$ cat config.mk
export PLATFORM = sky130hd
export DESIGN_NAME = enemy_step_sequencer_flat
export DESIGN_NICKNAME = d
export VERILOG_FILES = /design/src/rtl/enemy_step_sequencer_pkg.sv /design/src/rtl/enemy_step_sequencer_if.sv /design/src/rtl/enemy_step_sequencer_next_live_index.sv /design/src/rtl/enemy_step_sequencer.sv /design/src/flat_wrapper.sv
export SDC_FILE = /design/constraint.sdc
export NUM_CORES = 1
export LEC_CHECK = 0
export ABC_CLOCK_PERIOD_IN_PS = 4600
export CAP_MARGIN = 30
export CORE_UTILIZATION = 36
export CTS_CLUSTER_SIZE = 30
export DETAILED_ROUTE_END_ITERATION = 10
export GPL_ROUTABILITY_DRIVEN = 0
export PLACE_DENSITY = 0.9
export SETUP_SLACK_MARGIN = 0.2
export SYNTH_ARGS = -nofsm -noshare
export SYNTH_HDL_FRONTEND = slang
export SYNTH_SLANG_ARGS = --single-unit
$ cat constraint.sdc
create_clock -name clock -period 4.6 [get_ports clock]
set_input_delay 1.15 -clock clock [delete_from_list [all_inputs] [get_ports clock]]
set_output_delay 1.15 -clock clock [all_outputs]
set_load 0.01 [all_outputs]
$ cat src/rtl/enemy_step_sequencer_pkg.sv
// ============================================================================
// enemy_step_sequencer_pkg : shared game types, state encoding and widths
// Rev 1.0
// ============================================================================
`default_nettype none

package enemy_step_sequencer_pkg;

  localparam int IDX_W   = 3;  // enough for up to 8 enemy engines
  localparam int X_W     = 9;
  localparam int Y_W     = 8;
  localparam int C_W     = 6;
  localparam int TIMER_W = 9;
  localparam int DIV_W   = 4;

  localparam logic ON  = 1'b1;
  localparam logic OFF = 1'b0;

  typedef enum logic [2:0] {
    BOOT       = 3'd0,
    INIT       = 3'd1,
    IDLE       = 3'd2,
    GEN        = 3'd3,
    MOVE       = 3'd4,
    DRAW_LINK  = 3'd5,
    GAP        = 3'd6,
    DRAW_ENEMY = 3'd7
  } state_t;

  typedef enum logic [2:0] {
    NO_ACTION = 3'd0,
    ATTACK    = 3'd1,
    UP        = 3'd2,
    DOWN      = 3'd3,
    LEFT      = 3'd4,
    RIGHT     = 3'd5
  } action_t;

  function automatic logic [7:0] idx_onehot(input logic [IDX_W-1:0] idx);
    return 8'(1) << idx;
  endfunction

endpackage

`default_nettype wire

$ cat src/rtl/enemy_step_sequencer_if.sv
// ============================================================================
// enemy_step_sequencer_if : frame control, engine handshakes and pixel buses
// Rev 1.0
// ============================================================================
`default_nettype none

interface enemy_step_sequencer_if
  import enemy_step_sequencer_pkg::*;
#(
  parameter int NUM_ENEMIES = 4
);

  logic                         start;
  logic                         frame_tick;
  logic [NUM_ENEMIES-1:0]       enemy_alive;
  logic                         link_draw_done;
  logic [NUM_ENEMIES-1:0]       enemy_draw_done;
  logic [X_W-1:0]               link_x_draw;
  logic [Y_W-1:0]               link_y_draw;
  logic [C_W-1:0]               link_colour;
  logic                         link_write;
  logic [X_W*NUM_ENEMIES-1:0]   enemy_x_bus;
  logic [Y_W*NUM_ENEMIES-1:0]   enemy_y_bus;
  logic [C_W*NUM_ENEMIES-1:0]   enemy_colour_bus;
  logic [NUM_ENEMIES-1:0]       enemy_write_bus;

  logic                         init;
  logic                         idle;
  logic                         gen_move;
  logic                         move_enemies;
  logic                         draw_link;
  logic [NUM_ENEMIES-1:0]       draw_enemies;
  logic [X_W-1:0]               vga_x;
  logic [Y_W-1:0]               vga_y;
  logic [C_W-1:0]               vga_colour;
  logic                         vga_write;
  logic                         overrun;
  logic                         timeout_err;

  // Sequencer side
  modport master (
    input  start, frame_tick, enemy_alive, link_draw_done, enemy_draw_done,
           link_x_draw, link_y_draw, link_colour, link_write,
           enemy_x_bus, enemy_y_bus, enemy_colour_bus, enemy_write_bus,
    output init, idle, gen_move, move_enemies, draw_link, draw_enemies,
           vga_x, vga_y, vga_colour, vga_write, overrun, timeout_err
  );

  // Frame timer, engines and VGA adapter side
  modport slave (
    output start, frame_tick, enemy_alive, link_draw_done, enemy_draw_done,
           link_x_draw, link_y_draw, link_colour, link_write,
           enemy_x_bus, enemy_y_bus, enemy_colour_bus, enemy_write_bus,
    input  init, idle, gen_move, move_enemies, draw_link, draw_enemies,
           vga_x, vga_y, vga_colour, vga_write, overrun, timeout_err
  );

endinterface

`default_nettype wire

$ cat src/rtl/enemy_step_sequencer_next_live_index.sv
// ============================================================================
// next_live_index : lowest live enemy index above the last one served
// Rev 1.0
// ============================================================================
`default_nettype none

module next_live_index
  import enemy_step_sequencer_pkg::*;
#(
  parameter int NUM_ENEMIES = 4
) (
  input  logic [NUM_ENEMIES-1:0] i_alive,
  input  logic [IDX_W-1:0]       i_last,
  input  logic                   i_from_start,
  output logic [IDX_W-1:0]       o_index,
  output logic                   o_found
);

  // i_from_start means nothing has been served yet this frame, so index 0 qualifies
  always_comb begin
    o_index = '0;
    o_found = 1'b0;
    for (int i = 0; i < NUM_ENEMIES; i++) begin
      if (!o_found && i_alive[i] && (i_from_start || (IDX_W'(i) > i_last))) begin
        o_index = IDX_W'(i);
        o_found = 1'b1;
      end
    end
  end

endmodule

`default_nettype wire

$ cat src/rtl/enemy_step_sequencer.sv
// ============================================================================
// enemy_step_sequencer : per-frame strobe sequencer and VGA write-port arbiter
// Rev 1.0
// ============================================================================
`default_nettype none

module enemy_step_sequencer
  import enemy_step_sequencer_pkg::*;
#(
  parameter int NUM_ENEMIES  = 4,
  parameter int MOVE_DIV     = 4,
  parameter int DRAW_TIMEOUT = 300
) (
  input  logic                   clock,
  input  logic                   reset,
  enemy_step_sequencer_if.master bus
);

  state_t               r_state,       w_state_next;
  logic [DIV_W-1:0]     r_div,         w_div_next;
  logic [TIMER_W-1:0]   r_timer,       w_timer_next;
  logic [IDX_W-1:0]     r_idx,         w_idx_next;
  logic                 r_after_link,  w_after_link_next;
  logic                 r_overrun,     w_overrun_next;
  logic                 r_timeout_err, w_timeout_err_next;

  logic [IDX_W-1:0]       w_found_idx;
  logic                   w_found;
  logic [7:0]             w_grant_oh8;
  logic [NUM_ENEMIES-1:0] w_grant_oh;
  logic                   w_sel_done;
  logic                   w_timer_expired;
  logic                   w_tick_dropped;

  next_live_index #(
    .NUM_ENEMIES (NUM_ENEMIES)
  ) u_next_live_index (
    .i_alive      (bus.enemy_alive),
    .i_last       (r_idx),
    .i_from_start (r_after_link),
    .o_index      (w_found_idx),
    .o_found      (w_found)
  );

  assign w_grant_oh8     = idx_onehot(r_idx);
  assign w_grant_oh      = w_grant_oh8[NUM_ENEMIES-1:0];
  assign w_sel_done      = |(bus.enemy_draw_done & w_grant_oh);
  assign w_timer_expired = (r_timer == TIMER_W'(DRAW_TIMEOUT - 1));

  // A tick coinciding with start in BOOT is swallowed by the start, not flagged
  assign w_tick_dropped  = bus.frame_tick && (r_state != IDLE) &&
                           !((r_state == BOOT) && bus.start);

  always_ff @(posedge clock) begin
    if (reset) begin
      r_state       <= BOOT;
      r_div         <= '0;
      r_timer       <= '0;
      r_idx         <= '0;
      r_after_link  <= 1'b0;
      r_overrun     <= 1'b0;
      r_timeout_err <= 1'b0;
    end else begin
      r_state       <= w_state_next;
      r_div         <= w_div_next;
      r_timer       <= w_timer_next;
      r_idx         <= w_idx_next;
      r_after_link  <= w_after_link_next;
      r_overrun     <= w_overrun_next;
      r_timeout_err <= w_timeout_err_next;
    end
  end

  always_comb begin
    w_state_next       = r_state;
    w_div_next         = r_div;
    w_timer_next       = '0;
    w_idx_next         = r_idx;
    w_after_link_next  = r_after_link;
    w_overrun_next     = r_overrun | w_tick_dropped;
    w_timeout_err_next = r_timeout_err;

    case (r_state)
      BOOT: begin
        if (bus.start) w_state_next = INIT;
      end
      INIT: begin
        // Preload so the first frame after init moves the enemies
        w_div_next   = DIV_W'(MOVE_DIV - 1);
        w_state_next = IDLE;
      end
      IDLE: begin
        if (bus.frame_tick) begin
          if (r_div == DIV_W'(MOVE_DIV - 1)) begin
            w_div_next   = '0;
            w_state_next = GEN;
          end else begin
            w_div_next   = r_div + DIV_W'(1);
            w_state_next = DRAW_LINK;
          end
        end
      end
      GEN:  w_state_next = MOVE;
      MOVE: w_state_next = DRAW_LINK;
      DRAW_LINK: begin
        if (bus.link_draw_done || w_timer_expired) begin
          w_timeout_err_next = r_timeout_err | !bus.link_draw_done;
          w_after_link_next  = 1'b1;
          w_state_next       = GAP;
        end else begin
          w_timer_next = r_timer + TIMER_W'(1);
        end
      end
      GAP: begin
        if (w_found) begin
          w_idx_next   = w_found_idx;
          w_state_next = DRAW_ENEMY;
        end else begin
          w_state_next = IDLE;
        end
      end
      DRAW_ENEMY: begin
        if (w_sel_done || w_timer_expired) begin
          w_timeout_err_next = r_timeout_err | !w_sel_done;
          w_after_link_next  = 1'b0;
          w_state_next       = GAP;
        end else begin
          w_timer_next = r_timer + TIMER_W'(1);
        end
      end
      default: w_state_next = BOOT;
    endcase
  end

  // Moore decode of strobes, grants and the pixel-port mux
  always_comb begin
    bus.init         = OFF;
    bus.idle         = OFF;
    bus.gen_move     = OFF;
    bus.move_enemies = OFF;
    bus.draw_link    = OFF;
    bus.draw_enemies = '0;
    bus.vga_x        = '0;
    bus.vga_y        = '0;
    bus.vga_colour   = '0;
    bus.vga_write    = OFF;

    case (r_state)
      INIT: bus.init         = ON;
      IDLE: bus.idle         = ON;
      GEN:  bus.gen_move     = ON;
      MOVE: bus.move_enemies = ON;
      DRAW_LINK: begin
        bus.draw_link  = ON;
        bus.vga_x      = bus.link_x_draw;
        bus.vga_y      = bus.link_y_draw;
        bus.vga_colour = bus.link_colour;
        bus.vga_write  = bus.link_write;
      end
      DRAW_ENEMY: begin
        bus.draw_enemies = w_grant_oh;
        for (int i = 0; i < NUM_ENEMIES; i++) begin
          if (r_idx == IDX_W'(i)) begin
            bus.vga_x      = bus.enemy_x_bus[i*X_W +: X_W];
            bus.vga_y      = bus.enemy_y_bus[i*Y_W +: Y_W];
            bus.vga_colour = bus.enemy_colour_bus[i*C_W +: C_W];
            bus.vga_write  = bus.enemy_write_bus[i];
          end
        end
      end
      default: ;
    endcase
  end

  assign bus.overrun     = r_overrun;
  assign bus.timeout_err = r_timeout_err;

endmodule

`default_nettype wire
$ cat src/flat_wrapper.sv
// flat-port wrapper written by rule: the top's interface ports become plain ports
module enemy_step_sequencer_flat import enemy_step_sequencer_pkg::*;
#(
  parameter int NUM_ENEMIES  = 4,
  parameter int MOVE_DIV     = 4,
  parameter int DRAW_TIMEOUT = 300
)
  (clock, reset, bus_start, bus_frame_tick, bus_enemy_alive, bus_link_draw_done, bus_enemy_draw_done, bus_link_x_draw, bus_link_y_draw, bus_link_colour, bus_link_write, bus_enemy_x_bus, bus_enemy_y_bus, bus_enemy_colour_bus, bus_enemy_write_bus, bus_init, bus_idle, bus_gen_move, bus_move_enemies, bus_draw_link, bus_draw_enemies, bus_vga_x, bus_vga_y, bus_vga_colour, bus_vga_write, bus_overrun, bus_timeout_err);
  enemy_step_sequencer_if #(.NUM_ENEMIES(NUM_ENEMIES)) bus_i ();
  input  logic clock;
  input  logic reset;
  input wire logic [$bits(bus_i.start)-1:0] bus_start;
  input wire logic [$bits(bus_i.frame_tick)-1:0] bus_frame_tick;
  input wire logic [$bits(bus_i.enemy_alive)-1:0] bus_enemy_alive;
  input wire logic [$bits(bus_i.link_draw_done)-1:0] bus_link_draw_done;
  input wire logic [$bits(bus_i.enemy_draw_done)-1:0] bus_enemy_draw_done;
  input wire logic [$bits(bus_i.link_x_draw)-1:0] bus_link_x_draw;
  input wire logic [$bits(bus_i.link_y_draw)-1:0] bus_link_y_draw;
  input wire logic [$bits(bus_i.link_colour)-1:0] bus_link_colour;
  input wire logic [$bits(bus_i.link_write)-1:0] bus_link_write;
  input wire logic [$bits(bus_i.enemy_x_bus)-1:0] bus_enemy_x_bus;
  input wire logic [$bits(bus_i.enemy_y_bus)-1:0] bus_enemy_y_bus;
  input wire logic [$bits(bus_i.enemy_colour_bus)-1:0] bus_enemy_colour_bus;
  input wire logic [$bits(bus_i.enemy_write_bus)-1:0] bus_enemy_write_bus;
  output wire logic [$bits(bus_i.init)-1:0] bus_init;
  output wire logic [$bits(bus_i.idle)-1:0] bus_idle;
  output wire logic [$bits(bus_i.gen_move)-1:0] bus_gen_move;
  output wire logic [$bits(bus_i.move_enemies)-1:0] bus_move_enemies;
  output wire logic [$bits(bus_i.draw_link)-1:0] bus_draw_link;
  output wire logic [$bits(bus_i.draw_enemies)-1:0] bus_draw_enemies;
  output wire logic [$bits(bus_i.vga_x)-1:0] bus_vga_x;
  output wire logic [$bits(bus_i.vga_y)-1:0] bus_vga_y;
  output wire logic [$bits(bus_i.vga_colour)-1:0] bus_vga_colour;
  output wire logic [$bits(bus_i.vga_write)-1:0] bus_vga_write;
  output wire logic [$bits(bus_i.overrun)-1:0] bus_overrun;
  output wire logic [$bits(bus_i.timeout_err)-1:0] bus_timeout_err;
  assign bus_i.start = bus_start;
  assign bus_i.frame_tick = bus_frame_tick;
  assign bus_i.enemy_alive = bus_enemy_alive;
  assign bus_i.link_draw_done = bus_link_draw_done;
  assign bus_i.enemy_draw_done = bus_enemy_draw_done;
  assign bus_i.link_x_draw = bus_link_x_draw;
  assign bus_i.link_y_draw = bus_link_y_draw;
  assign bus_i.link_colour = bus_link_colour;
  assign bus_i.link_write = bus_link_write;
  assign bus_i.enemy_x_bus = bus_enemy_x_bus;
  assign bus_i.enemy_y_bus = bus_enemy_y_bus;
  assign bus_i.enemy_colour_bus = bus_enemy_colour_bus;
  assign bus_i.enemy_write_bus = bus_enemy_write_bus;
  assign bus_init = bus_i.init;
  assign bus_idle = bus_i.idle;
  assign bus_gen_move = bus_i.gen_move;
  assign bus_move_enemies = bus_i.move_enemies;
  assign bus_draw_link = bus_i.draw_link;
  assign bus_draw_enemies = bus_i.draw_enemies;
  assign bus_vga_x = bus_i.vga_x;
  assign bus_vga_y = bus_i.vga_y;
  assign bus_vga_colour = bus_i.vga_colour;
  assign bus_vga_write = bus_i.vga_write;
  assign bus_overrun = bus_i.overrun;
  assign bus_timeout_err = bus_i.timeout_err;
  enemy_step_sequencer #(.NUM_ENEMIES(NUM_ENEMIES), .MOVE_DIV(MOVE_DIV), .DRAW_TIMEOUT(DRAW_TIMEOUT)) u_core (.clock(clock), .reset(reset), .bus(bus_i));
endmodule
==> After elaboration in Yosys (flattened, before gate mapping) <==
Cells that the tools add are included.
{ "classes": {"bitwise": 4, "n_addsub": 2, "shifts": 1, "magnitude_cmp": 4, "n_eq_ne": 17, "n_mux": 52, "multipliers": 0, "n_reduce_logical": 31, "n_div": 0} }
{ "op_table": {"columns": ["op", "count"], "rows": [
  ["$mux W9", 6],
  ["$pmux W9 S2", 2],
  ["$mux W8", 4],
  ["$mux W3", 8],
  ["$mux W6", 4],
  ["$pmux W3 S8", 1],
  ["$mux W1", 18],
  ["$pmux W8 S2", 1],
  ["$eq A3 B2 Y1 const B", 4],
  ["$eq A3 B3 Y1 const B", 4],
  ["$mux W4", 3],
  ["$pmux W6 S2", 1],
  ["$logic_and A1 B1 Y1", 10],
  ["$add A9 B1 Y9 const B", 1],
  ["$eq A9 B9 Y1 const B", 1],
  ["$pmux W4 S2", 1],
  ["$eq A3 B1 Y1 const B", 2],
  ["$gt A1 B3 Y1 const A", 2],
  ["$gt A2 B3 Y1 const A", 2],
  ["$logic_not A1 Y1", 6],
  ["$logic_not A3 Y1", 2],
  ["$logic_or A1 B1 Y1", 6],
  ["$pmux W1 S2", 3],
  ["$add A4 B1 Y4 const B", 1],
  ["other kinds (12)", 18]
]} }
{ "word_totals": {"out_inout_bits": 35, "register_bits": 22, "latch_bits": 0, "mem_bits_ro": 0, "ram_bits": 0, "word_cells": 118, "n_memories": 0} }

==> Logic depth before layout (Yosys ltp) <==
{ "depth": {"ltp_word": 18, "depth_mapped": 6, "mapped_depth_nobuf": 5} }

==> Hierarchy <==
Synthesis repeated with hierarchy kept, for this count alone.
{ "hier_totals": {"hier_cells": 289, "hier_area_um2": 2053.2} }
{ "by_module_without_submodules": {"columns": ["module", "cells_each", "area_per_inst_um2", "seq_area_each_um2", "n_inst"], "rows": [
  ["enemy_step_sequencer", 273, 1956.9, 440.4, 1],
  ["next_live_index", 16, 96.3, 0.0, 1]
]} }

==> Worst setup path before layout <==
No wires, ideal clock.
{ "synth_path": {"path_kind": "input port to output port", "start": "input port bus_enemy_colour_bus[23]", "end": "output port bus_vga_colour[5]", "t_required_ns": 3.450, "t_arrival_ns": 1.798, "n_path_buf": 0, "slack_ns": 1.652, "stages": 3, "path_cell_list": "mux4_2 -> mux2i_1 -> nor2_1"} }
{ "synth_via": {"elab_chain_len": 2} }
{ "synth_lines": {"columns": ["item", "line_no", "source"], "rows": [
  ["start, declared", "flat_wrapper.sv:23", "input wire logic [$bits(bus_i.enemy_colour_bus)-1:0] bus_enemy_colour_bus;"],
  ["$mux W6", "enemy_step_sequencer.sv:163", "if (r_idx == IDX_W'(i)) begin"],
  ["$pmux W6 S2", "enemy_step_sequencer.sv:148", "case (r_state)"],
  ["end, declared", "flat_wrapper.sv:33", "output wire logic [$bits(bus_i.vga_colour)-1:0] bus_vga_colour;"]
]} }
Every way passes these cells.

==> Final worst setup path <==
{ "layout_path": {"start": "input port bus_enemy_y_bus[19]", "end": "output port bus_vga_y[3]"} }
{ "layout_via": {"elab_chain_len": 3} }
{ "layout_lines": {"columns": ["item", "line_no", "source"], "rows": [
  ["start, declared", "flat_wrapper.sv:22", "input wire logic [$bits(bus_i.enemy_y_bus)-1:0] bus_enemy_y_bus;"],
  ["$mux W8 (2 in a row)", "enemy_step_sequencer.sv:163", null],
  ["$pmux W8 S2", "enemy_step_sequencer.sv:148", null],
  ["end, declared", "flat_wrapper.sv:32", "output wire logic [$bits(bus_i.vga_y)-1:0] bus_vga_y;"]
]} }
Every way passes these cells.

==> metrics.md <==
| Metric | Value |
|---|---|
| Clk_skew | `0.00696 ns` |
| Remaining antenna violation count | `0` |
| Pre-antenna DRT Iters | `4` |
| Area contributors post-synth | `mux4_2, dfxtp_1, mux2i_1, nor2_1, xor2_1` |
| Seq/Total Area, Yosys | `0.200` |
| #FFs+latches synth | `21` |
| Top_reg_cell synth | `dfxtp_1` |
| CP max FO | `1` |
| Crit path kind | `in2out` |
| Cell area after synthesis | `2110 um^2` |
| Worst-Margin Slew | `0.790 ns` |
| Via density | `5.38` |
| Clk Latency, worst-skew pair | `0.26 ns` |
| Port Buffers | `167` |
| Largest net degree at the start of global routing | `30` |
| Post-route DRC violation count | `0` |
| H-tree lvl count | `1` |
| Max Slew Vio Count | `0` |
| Synth top area share | `0.257` |
| Final hold vios | `0` |
| Worst path cell trace | `clkdlybuf4s50_1, mux4_2, mux2i_1, nor2_1, clkdlybuf4s50_1` |
| ANT cells | `0` |
| PostCTS Resize Cnt | `0` |
| Syn Nets | `364` |
| Vias in the first global route | `2517` |
| Slowest stage cell, crit path | `clkdlybuf4s50_1` |
| Asr flop ratio synth | `0` |
| Min-Delay Path Depth | `2` |
| Setup bufs post-CTS | `0` |
| Hold Path Sink | `u_core.bus.timeout_err` |
| FF-to-FF End | `u_core.r_timer[4]` |
| Reg area | `423 um^2` |
| DR WL/cell | `18.6 um` |
| Grt ovf | `0` |
| Hold Crit Class | `reg2reg` |
| Req. time, crit path | `3.45 ns` |
| Unique masters post-synth | `43` |
| FILL cells | `430` |
| Final wirelength | `8.54 mm` |
| Most Frequent Cell on Critical Path | `clkdlybuf4s50_1` |
| CTS buffer count | `3` |
| RSZ-0062 raised after global routing | `false` |
| Initial antenna violation count | `0` |
| Leakage power | `1.29 nW` |
| Die area | `6160 um^2` |
| Hpwl dp | `6.99 mm` |
| Layout area overhead | `83.4%` |
| Post-CTS Hold Buffers | `0` |
| VDD IR-drop max | `180 uV` |
| Yosys top cell by area | `mux4_2` |
| GRT Util Overall | `0.274` |
| Post-synth EDFFs | `0` |
| Buf+Inv Stages, Crit Path | `2` |
| Total I/O pin count | `168` |
| Clock Tree Buf Depth | `2` |
| CORE AREA | `5570 um^2` |
| Start of the worst register-to-register path | `u_core.r_idx[0]` |
| CTS root buf | `clkbuf_8` |
| CP startpoint kind | `input pin` |
| CTS tree | `yes` |
| Yosys warns | `0` |
| Row count | `27` |
| Final setup fails | `0` |
| Maxcap violations | `0` |
| Outcome | `complete, no violations` |
| Synth cell count leaders | `nor2_1, mux2i_1, mux4_2, dfxtp_1` |
| Vias | `2465` |
| Worst hold start | `u_core.bus.timeout_err` |
| Final Core Density | `0.693` |
| Worst-case reg-to-reg path depth | `5` |
| Die height | `78.5 um` |
| Period utilization | `0.863` |
| R2r setup slk | `2.21 ns` |
| Initial core utilization | `0.378` |
| Chip Width | `78.5 um` |
| Multi-input gate area | `1580 um^2` |
| Layout net count | `522` |
| Post-synthesis area per instance | `9.20 um^2` |
| 1st-iter DRT viols | `78` |
| Layout cell share with drive strength beyond 1 | `0.104` |
| PwrDens | `153 nW/um^2` |
| First-pass GRT wire length | `13.1 mm` |
| Worst path top cell family by delay | `buffers and inverters` |
| TritonCTS Sinks | `21` |
| Crit path time final | `3.97 ns` |
| Fin Setup TNS | `0 ns` |
| Clock transition at path regs | `0.07 ns` |
| Fmax | `0.252 GHz` |
| Relative slew slack | `0.472` |
| Crit path DAT | `2.82 ns` |
| Most common cell in the synthesized netlist | `nor2_1` |
| Synth Instances | `229` |
| CP Capture Type | `output port` |
| WHS | `0.450 ns` |
| CP max stage delay | `0.50 ns` |
-- kinds of logic after synthesis --
| logic type | synth area share |
|---|---|
| simple gates | 0.204 |
| fa+ha+maj | 0.0119 |
| compound gates | 0.108 |
| flops | 0.200 |
| mux | 0.395 |
| xor+xnor | 0.0291 |
| buf+inv | 0.0528 |
-- registers in the layout (all words and copies together), names as in the netlist --
name                    cells
u_core.bus.overrun          1
u_core.bus.timeout_err      1
u_core.r_after_link         1
u_core.r_div                4
u_core.r_idx                2
u_core.r_state              3
u_core.r_timer              9
-- cell usage in the layout (no fill, tap or decap), types with 5 or more instances in the layout --
cell type,n
buf_4,5
a21oi_1,9
nand2_1,6
clkdlybuf4s50_1,167
mux4_2,24
mux2i_1,28
a31oi_1,5
xor2_1,6
nand2b_1,5
nor2_1,44
nand3_1,6
inv_1,6
nor3_1,5
dfxtp_1,19
-- cell type report --
class | instances | area share
clock buffer | 4 | 0.0117
timing repair buffer | 172 | 0.442
sequential | 21 | 0.109
inverter | 6 | 0.00583
multi-input combinational | 183 | 0.408
tap | 72 | 0.0233
-- layer usage --
metal / part of all wire / GRT usage / vias up
met2: 0.49 / 0.470 / 117
met3: 0.073 / 0.0721 / 26
met1: 0.39 / 0.321 / 1145
met5: 0 / 0 / -
met4: 0.043 / 0.115 / 0
li1: - / - / 1177
-- stage by stage --
| step | cells | power (mW) | setup slack [ns] | cell area (um^2) |
|---|---|---|---|---|
| 3_5_place_dp | 454 | 0.476 | 0.653 | 3820 |
| 3_3_place_gp | 454 | 0.467 | 0.681 | 3820 |
| 2_1_floorplan | 229 | 0.324 | 1.65 | 2110 |
| 5_1_grt | 458 | 0.629 | 0.604 | 3860 |
| 4_1_cts | 458 | 0.597 | 0.643 | 3860 |
| 6_report | 458 | 0.593 | 0.632 | 3860 |
-- power breakdown --
part,switching (mW),total [mW],internal [mW]
Clock,0.0570,0.119,0.0616
Sequential,0.0268,0.217,0.190
Combinational,0.0804,0.257,0.177
Total,0.164,0.593,0.429
-- worst reg2reg max path: stages, from the launching register on --
cell and delay (ns):
dfxtp_2 0.63, buf_4 0.32, mux2i_1 0.34, o22ai_2 0.16
or4_1 0.69, nor2_1 0.18
-- worst max-delay path by stage --
stage                                   startpoint           endpoint  slack (ns)  cells after the start
after floorplan           bus_enemy_colour_bus[23]  bus_vga_colour[5]        1.65                      3
after global placement          bus_enemy_y_bus[3]       bus_vga_y[3]        0.68                      5
after detailed placement       bus_enemy_y_bus[19]       bus_vga_y[3]        0.65                      5
after CTS                      bus_enemy_y_bus[19]       bus_vga_y[3]        0.64                      5
after global routing           bus_enemy_y_bus[27]       bus_vga_y[3]        0.60                      5
final                          bus_enemy_y_bus[19]       bus_vga_y[3]        0.63                      5
No activity file was read; power rests on OpenSTA's default activity.
